### config.mk
export PLATFORM = sky130hd
export DESIGN_NAME = cordic_quadrant_map
export DESIGN_NICKNAME = d
export VERILOG_FILES = /design/src/rtl/cordic_pkg.sv /design/src/rtl/cordic_skid_buf.sv /design/src/rtl/cordic_quadrant_map.sv
export SDC_FILE = /design/constraint.sdc
export NUM_CORES = 1
export LEC_CHECK = 0
export CAP_MARGIN = 25
export CORE_MARGIN = 2
export CORE_UTILIZATION = 35
export CTS_CLUSTER_DIAMETER = 60
export CTS_CLUSTER_SIZE = 14
export DETAILED_ROUTE_END_ITERATION = 7
export GPL_ROUTABILITY_DRIVEN = 0
export PLACE_DENSITY_LB_ADDON = 0.2
export SLEW_MARGIN = 40
export SYNTH_ARGS = -nofsm -noshare
export SYNTH_HDL_FRONTEND = slang
export SYNTH_SLANG_ARGS = --single-unit
export TNS_END_PERCENT = 10
### constraint.sdc
create_clock -name clk -period 2.8 [get_ports clk]
set_input_delay 0.28 -clock clk [delete_from_list [all_inputs] [get_ports clk]]
set_output_delay 0.28 -clock clk [all_outputs]
set_load 0.03 [all_outputs]
### src/rtl/cordic_pkg.sv
// Shared constants and word layout for the CORDIC datapath (quadrant map and rotation stages).
// Angles are Q3.29 radians, x/y are Q2.30.
package cordic_pkg;

    localparam int WORD_W = 32;
    localparam int BUF_W  = 3 * WORD_W + 1;

    localparam logic signed [WORD_W-1:0] PI      = 32'sh6487ED51;
    localparam logic signed [WORD_W-1:0] PI_2    = 32'sh3243F6A9;
    localparam logic        [WORD_W-1:0] K_GAIN  = 32'h26DD3B6B;
    localparam logic        [WORD_W-1:0] ONE_Q30 = 32'h40000000;

    // Field order matches the 97-bit buffer word {neg, z, y, x}.
    typedef struct packed {
        logic              neg;
        logic [WORD_W-1:0] z;
        logic [WORD_W-1:0] y;
        logic [WORD_W-1:0] x;
    } cordic_word_t;

    typedef enum logic [1:0] {
        FOLD_NONE = 2'd0,
        FOLD_SUB  = 2'd1,
        FOLD_ADD  = 2'd2
    } fold_e;

    function automatic fold_e fold_kind(input logic signed [WORD_W-1:0] angle);
        fold_e kind;
        kind = FOLD_NONE;
        if (angle > PI_2) begin
            kind = FOLD_SUB;
        end else if (angle < -PI_2) begin
            kind = FOLD_ADD;
        end
        return kind;
    endfunction

endpackage

### src/rtl/cordic_skid_buf.sv
// Two-entry FIFO skid buffer with a registered in_ready; outputs come straight from storage.
module cordic_skid_buf #(
    parameter int WIDTH = 97
) (
    input  logic             clk,
    input  logic             rst,
    input  logic [WIDTH-1:0] in_data,
    input  logic             in_valid,
    output logic             in_ready,
    output logic [WIDTH-1:0] out_data,
    output logic             out_valid,
    input  logic             out_ready
);

    logic [WIDTH-1:0] mem [2];
    logic             wrPtr;
    logic             rdPtr;
    logic [1:0]       count;
    logic [1:0]       countNext;
    logic             push;
    logic             pop;

    assign push      = in_valid && in_ready;
    assign pop       = out_valid && out_ready;
    assign out_valid = (count != 2'd0);
    assign out_data  = mem[rdPtr];

    always_comb begin
        countNext = count;
        case ({push, pop})
            2'b10:   countNext = count + 2'd1;
            2'b01:   countNext = count - 2'd1;
            default: countNext = count;
        endcase
    end

    // in_ready is registered from the next occupancy so out_ready never reaches it combinationally.
    always_ff @(posedge clk) begin
        if (rst) begin
            count    <= 2'd0;
            wrPtr    <= 1'b0;
            rdPtr    <= 1'b0;
            in_ready <= 1'b0;
            mem[0]   <= '0;
            mem[1]   <= '0;
        end else begin
            if (push) begin
                mem[wrPtr] <= in_data;
                wrPtr      <= ~wrPtr;
            end
            if (pop) begin
                rdPtr <= ~rdPtr;
            end
            count    <= countNext;
            in_ready <= (countNext < 2'd2);
        end
    end

endmodule

### src/rtl/cordic_quadrant_map.sv
// Folds an angle into [-pi/2, pi/2] and emits the initial CORDIC vector through a skid buffer.
// Define CORDIC_GAIN_PRELOAD_EN to preload x with the CORDIC gain K instead of 1.0.
module cordic_quadrant_map
    import cordic_pkg::*;
(
    input  logic              clk,
    input  logic              rst,
    input  logic [WORD_W-1:0] angle_in,
    input  logic              in_valid,
    output logic              in_ready,
    output logic [WORD_W-1:0] x_out,
    output logic [WORD_W-1:0] y_out,
    output logic [WORD_W-1:0] z_out,
    output logic              neg_out,
    output logic              out_valid,
    input  logic              out_ready,
    output logic              range_err
);

`ifdef CORDIC_GAIN_PRELOAD_EN
    localparam logic [WORD_W-1:0] X_INIT = K_GAIN;
`else
    localparam logic [WORD_W-1:0] X_INIT = ONE_Q30;
`endif

    logic signed [WORD_W-1:0] angle;
    fold_e                    kind;
    cordic_word_t             folded;
    cordic_word_t             head;
    logic [BUF_W-1:0]         headBits;
    logic                     accept;

    assign angle  = $signed(angle_in);
    assign kind   = fold_kind(angle);
    assign accept = in_valid && in_ready;

    // Legal inputs stay within [-pi, pi), so +/-pi corrections never wrap.
    always_comb begin
        folded.neg = 1'b0;
        folded.z   = angle;
        folded.y   = '0;
        folded.x   = X_INIT;
        case (kind)
            FOLD_SUB: begin
                folded.z   = angle - PI;
                folded.neg = 1'b1;
            end
            FOLD_ADD: begin
                folded.z   = angle + PI;
                folded.neg = 1'b1;
            end
            default: begin
                folded.z   = angle;
                folded.neg = 1'b0;
            end
        endcase
    end

    cordic_skid_buf #(
        .WIDTH(BUF_W)
    ) u_buf (
        .clk      (clk),
        .rst      (rst),
        .in_data  (folded),
        .in_valid (in_valid),
        .in_ready (in_ready),
        .out_data (headBits),
        .out_valid(out_valid),
        .out_ready(out_ready)
    );

    assign head    = cordic_word_t'(headBits);
    assign x_out   = head.x;
    assign y_out   = head.y;
    assign z_out   = head.z;
    assign neg_out = head.neg;

    // Out-of-range words are still forwarded; the flag only records that one was seen.
    always_ff @(posedge clk) begin
        if (rst) begin
            range_err <= 1'b0;
        end else if (accept && (angle >= PI)) begin
            range_err <= 1'b1;
        end
    end

endmodule

==> After elaboration in Yosys (flattened, before gate mapping) <==
Memory sizes are Yosys's and may differ from the RTL's. A register that Yosys moved wholly into a read port is not among the register bits.
Index checks and enable logic that the tools add are counted.
{ "word_totals": {"rom_bits": 0, "mem_count": 1, "out_inout_bits": 100, "latchBits": 0, "in_bits": 36, "ramBits": 68, "ff_bits": 6} }
{ "op_classes": {"eq_ne": 4, "n_div": 0, "mul": 0, "order_cmp": 4, "muxes": 14, "addsub": 4, "bitwise": 2, "shift": 0, "reduce_logical": 5} }
{ "memory_table": {"columns": ["memory", "depth", "word_bits", "read_ports", "rd_ports_with_merged_regs", "write_ports", "line_no", "source"], "rows": [
  ["u_buf.mem", 2, 34, 1, 1, 2, "cordic_skid_buf.sv:15", "logic [WIDTH-1:0] mem [2];"]
]} }
{ "ops": {"columns": ["op", "n"], "rows": [
  ["$pmux W33 S2", 1],
  ["$mux W34", 1],
  ["$reduce_or A34 Y1", 1],
  ["$add A32 B32 Y32 const B", 1],
  ["$ge A32 B32 Y1 const B", 1],
  ["$gt A32 B31 Y1 const B", 1],
  ["$lt A32 B31 Y1 const B", 1],
  ["$sub A32 B32 Y32 const B", 1],
  ["$mux W1", 9],
  ["$eq A2 B1 Y1 const B", 2],
  ["$eq A2 B2 Y1 const B", 2],
  ["$mux W2", 2],
  ["$pmux W2 S2", 1],
  ["$logic_and A1 B1 Y1", 3],
  ["$add A2 B1 Y2 const B", 1],
  ["$lt A2 B2 Y1 const B", 1],
  ["$not A1 Y1", 2],
  ["$reduce_bool A2 Y1", 1],
  ["$sub A2 B1 Y2 const B", 1]
]} }

==> Depth between registers and ports, before layout <==
{ "logic_depth": {"ltp_word": 6, "ltp_mapped": 11, "mapped_depth_nobuf": 9} }

==> Cells and area by module <==
Synthesis repeated with hierarchy kept, for this count alone.
{ "hier_totals": {"hier_cells": 853, "hier_area_um2": 10637.7} }
{ "modules_own_cells": {"columns": ["module", "area_each_um2", "instances", "seq_area_each_um2", "cells_per_inst"], "rows": [
  ["cordic_skid_buf", 8808.4, 1, 5945.7, 569],
  ["cordic_quadrant_map", 1829.3, 1, 20.0, 284]
]} }

==> Worst setup path after synthesis <==
OpenSTA, ideal clock, no wires.
{ "synth_timing": {"path_type": "input to register", "start": "input angle_in[14]", "end": "memory u_buf.mem[1][18] (netlist bit) (data pin)", "t_arrival_ns": 2.158, "path_buffers": 2, "stages": 9, "path_slack_ns": 0.372, "setup_ns": 0.269, "cell_sequence": "or3_1 buf_2 a2111o_1 o211ai_2 nand4_2 buf_2 nor4_1 o21ai_0 nor3b_1"} }
{ "synth_lines": {"columns": ["element", "line_no", "source"], "rows": [
  ["start: declaration", "cordic_quadrant_map.sv:8", "input logic [WORD_W-1:0] angle_in,"],
  ["end: declaration", "cordic_skid_buf.sv:15", null]
]} }

==> flow_summary_export.csv <==
group,metric,value,unit
outcome,status,"completed",
timing,rsz0062_at_grt,"false",
grt,grt_max_degree,34,
clocking,post_cts_buffers,0,
setup_path,max_stage_delay,0.64,ns
timing,drv_slew,0,
yosys,syn_inst,599,
yosys,synthXorXnorAreaFrac,2.374,%
clocking,cts_buffer_depth,2,
setup_path,crit_chain,"clkdlybuf4s50_1, nand4_1, nor4b_1, nand4_1, o21a_1, buf_4, o32ai_1, xnor2_1, buf_4, nor2_1",
routing,routed_wl,16290,um
yosys,muxShareOfSynthArea,7.280,%
clocking,cts.sinks,75,
pwr,power_density,612.9,nW/um2
yosys,syn_area,5534,um2
layout,layout.nets,778,
setup_path,cpMaxStageDelayCell,"clkdlybuf4s50_1",
floorplan,die_h,129.7,um
grt,gr-total-overflow,0,
timing,clock_skew,0.007101,ns
layout,fillers,1487,
clocking,cts-root-buf,"clkbuf_16",
yosys,synth_seq_cells,75,
clocking,cts_made_buffers,9,
hold_path,hold_path_class,"flip-flop to flip-flop",
floorplan,initial_core_util,36.14,%
setup_path,required,2.89,ns
setup_path,cp_max_fo,6,
setup_path,cp-start-kind,"input pin",
layout,layout_commonest_cell,"buf_4",
timing,finalCritPeriodShare,95.48,%
timing,fin_crit,2.673,ns
yosys,synth_edf_count,66,
routing,routed_via_density,5.252,
yosys,synth_compound_gate_area_share,13.95,%
floorplan,rows,45,
grt,track_usage,19.62,%
timing,tightest_slew,0.4988,ns
timing,setup_viol,0,
setup_path,end_kind,"flip-flop",
timing,whs,0.4589,ns
clocking,insertion_delay,0.34,ns
yosys,synth-seq-area-share,39.07,%
yosys,synthSimpleGateAreaFrac,23.72,%
grt,antenna_found_initial,0,
floorplan,die-area,16830,um2
routing,wl_per_cell,17.09,um
routing,antenna_left,0,
place,io_buffer_count,72,
routing,num_vias,5005,
timing,slew-limit-headroom,65.89,%
clocking,htree_levels,3,
place,dp_hpwl,11970,um
layout,area_growth,30.59,%
pwr,irDropWorstVdd,0.4014,mV
layout,final_cell_mix,"104 x buf_4, 72 x clkdlybuf4s50_1, 66 x edfxtp_1",
yosys,synth_ff_type,"edfxtp_1",
clocking,cts.clk_slew.worst_paths,0.06,ns
yosys,syn_area_per_cell,9.239,um2
routing,drt-pass1-iter-count,5,
setup_path,critPathKind,"input pin to flip-flop",
pwr,p_leak,2.862,nW
floorplan,coreArea,15310,um2
clocking,cts_tree,"built",
layout,multi_input_area,2943,um2
timing,hold_violations,0,
routing,drc,0,
routing,drtIter0Drc,403,
yosys,synth_warnings,0,
grt,grt_pass1_wl,25160,um
yosys,synthAdderAreaFrac,0.9044,%
yosys,async_reset_ff_share,0,%
timing,max_freq,374.0,MHz
floorplan,ios,136,
layout,seqCellArea,2162,um2
place,post-place-ws,-0.4424,ns
yosys,synth_top_family_by_area,"simple AND/OR/NAND/NOR gates",
yosys,ys_types,66,
floorplan,die_x,129.7,um
setup_path,crit_arrival,2.77,ns
timing,postLayoutSetupSlackWorst,0.1265,ns
layout,drive_gt1_share,23.18,%
job,maxCapViolCount,0,
grt,grt_pass1_vias,4758,
layout,antenna_cells,0,
## what timing repair did
| action | CTS | global route |
|---|---|---|
| gates resized for setup | 1 | 6 |
| hold buffers | 0 | 0 |
| endpoints found under the setup margin | 2 | 32 |
| endpoints found under the hold margin | 0 | 0 |
## sequential cells by signal, indices dropped and copies added (netlist names), named ones only
signal and cells:
range_err 1, u_buf.in_ready 1, u_buf.wrPtr 1, u_buf.count 2, u_buf.rdPtr 1, u_buf.mem 68
## report_power, final
part | leakage, nW | internal [W] | switching [W]
logic | 1.95 | 0.000736 | 0.00104
registers | 0.764 | 0.00138 | 0.0000483
clock network | 0.149 | 0.000768 | 0.000450
total | 2.86 | 0.00289 | 0.00154
## final cells by class
cell class,instances,area share (%)
inverter,8,0.4155
clock inverter,6,1.125
tap,211,3.653
sequential,75,29.92
multi-input combinational,467,40.72
timing repair buffer,177,21.05
clock buffer,9,3.116
## kinds of logic (layout without fill, tap and decap cells)
logic type,Yosys count,count (layout)
AOI/OAI and AO/OA,108,108
xor gates and xnor gates,15,15
adders and majority gates,4,4
buffers and inverters,119,200
DFF,75,75
muxes,36,36
other,1,63
and+or+nand+nor,241,241
## per-layer routing
metal / share of wire (%) / up-vias / GRT usage, %
met5: 0 / - / 0
met4: 2.7 / 0 / 8.918
met3: 6.1 / 31 / 2.747
met2: 47 / 215 / 32.21
met1: 44 / 2378 / 25.78
li1: - / 2381 / -
## path summary, 6_finish.rpt
path                   start               end  depth (start not counted)  slack (ns)
max             angle_in[22]  u_buf.mem[0][27]                         10        0.13
min          u_buf.mem[1][0]   u_buf.mem[1][0]                          2        0.46
max reg2reg   u_buf.in_ready   u_buf.mem[1][6]                          6        1.04
min reg2reg  u_buf.mem[1][0]   u_buf.mem[1][0]                          2        0.46
## metrics by stage
stage,total power (W),area [um2],util [%],std cells,setup TNS [ns]
after detailed placement,0.003234,6883,44.94,938,-13.01
after CTS,0.004461,7194,46.98,953,0
after global routing,0.004626,7227,47.19,953,0
final,0.004429,7227,47.19,953,0
after floorplan,0.002621,5767,-,661,0
after global placement,0.003216,6883,44.94,938,-10.16
## cell usage after synthesis (3+ instances only)
cell type  instances  area [um2]
edfxtp_1          66        1982
xor2_1             7       61.31
and3_1             6       37.54
buf_4             66       495.5
ha_1               4       50.05
nor4b_1            3       26.28
nor3_1            19       95.09
buf_2              4       20.02
a21oi_1           17       85.08
nor3b_1           25       187.7
o21ai_0           23       115.1
a32oi_1            6       52.55
or2_2              6       37.54
xnor2_1            8       70.07
a211oi_1           4       30.03
o311a_1            3       30.03
a21o_1             7       52.55
o21a_1             3       22.52
nor4_1            13       81.33
nand4_1           21       131.4
nand2_1           40       150.1
a211o_1           12       105.1
a31oi_1            3       18.77
nand3_1           12       60.06
dfxtp_1            9       180.2
and2_1             6       37.54
o21bai_1           4       30.03
nand2b_1           9       56.30
buf_1              3       11.26
and4_1             4       35.03
clkbuf_1          38       142.6
nor2_1            56       210.2
o211ai_1           3       22.52
inv_1              8       30.03
mux2_2            34       382.9
or3_1              8       50.05
## critical path, delay by kind of cell
kind | cells | cell delay [ns]
buffers and inverters | 3 | 0.97
xor gates and xnor gates | 1 | 0.21
AOI/OAI and AO/OA | 2 | 0.59
and+or+nand+nor | 4 | 0.72
No activity file was read; power rests on OpenSTA's default activity.
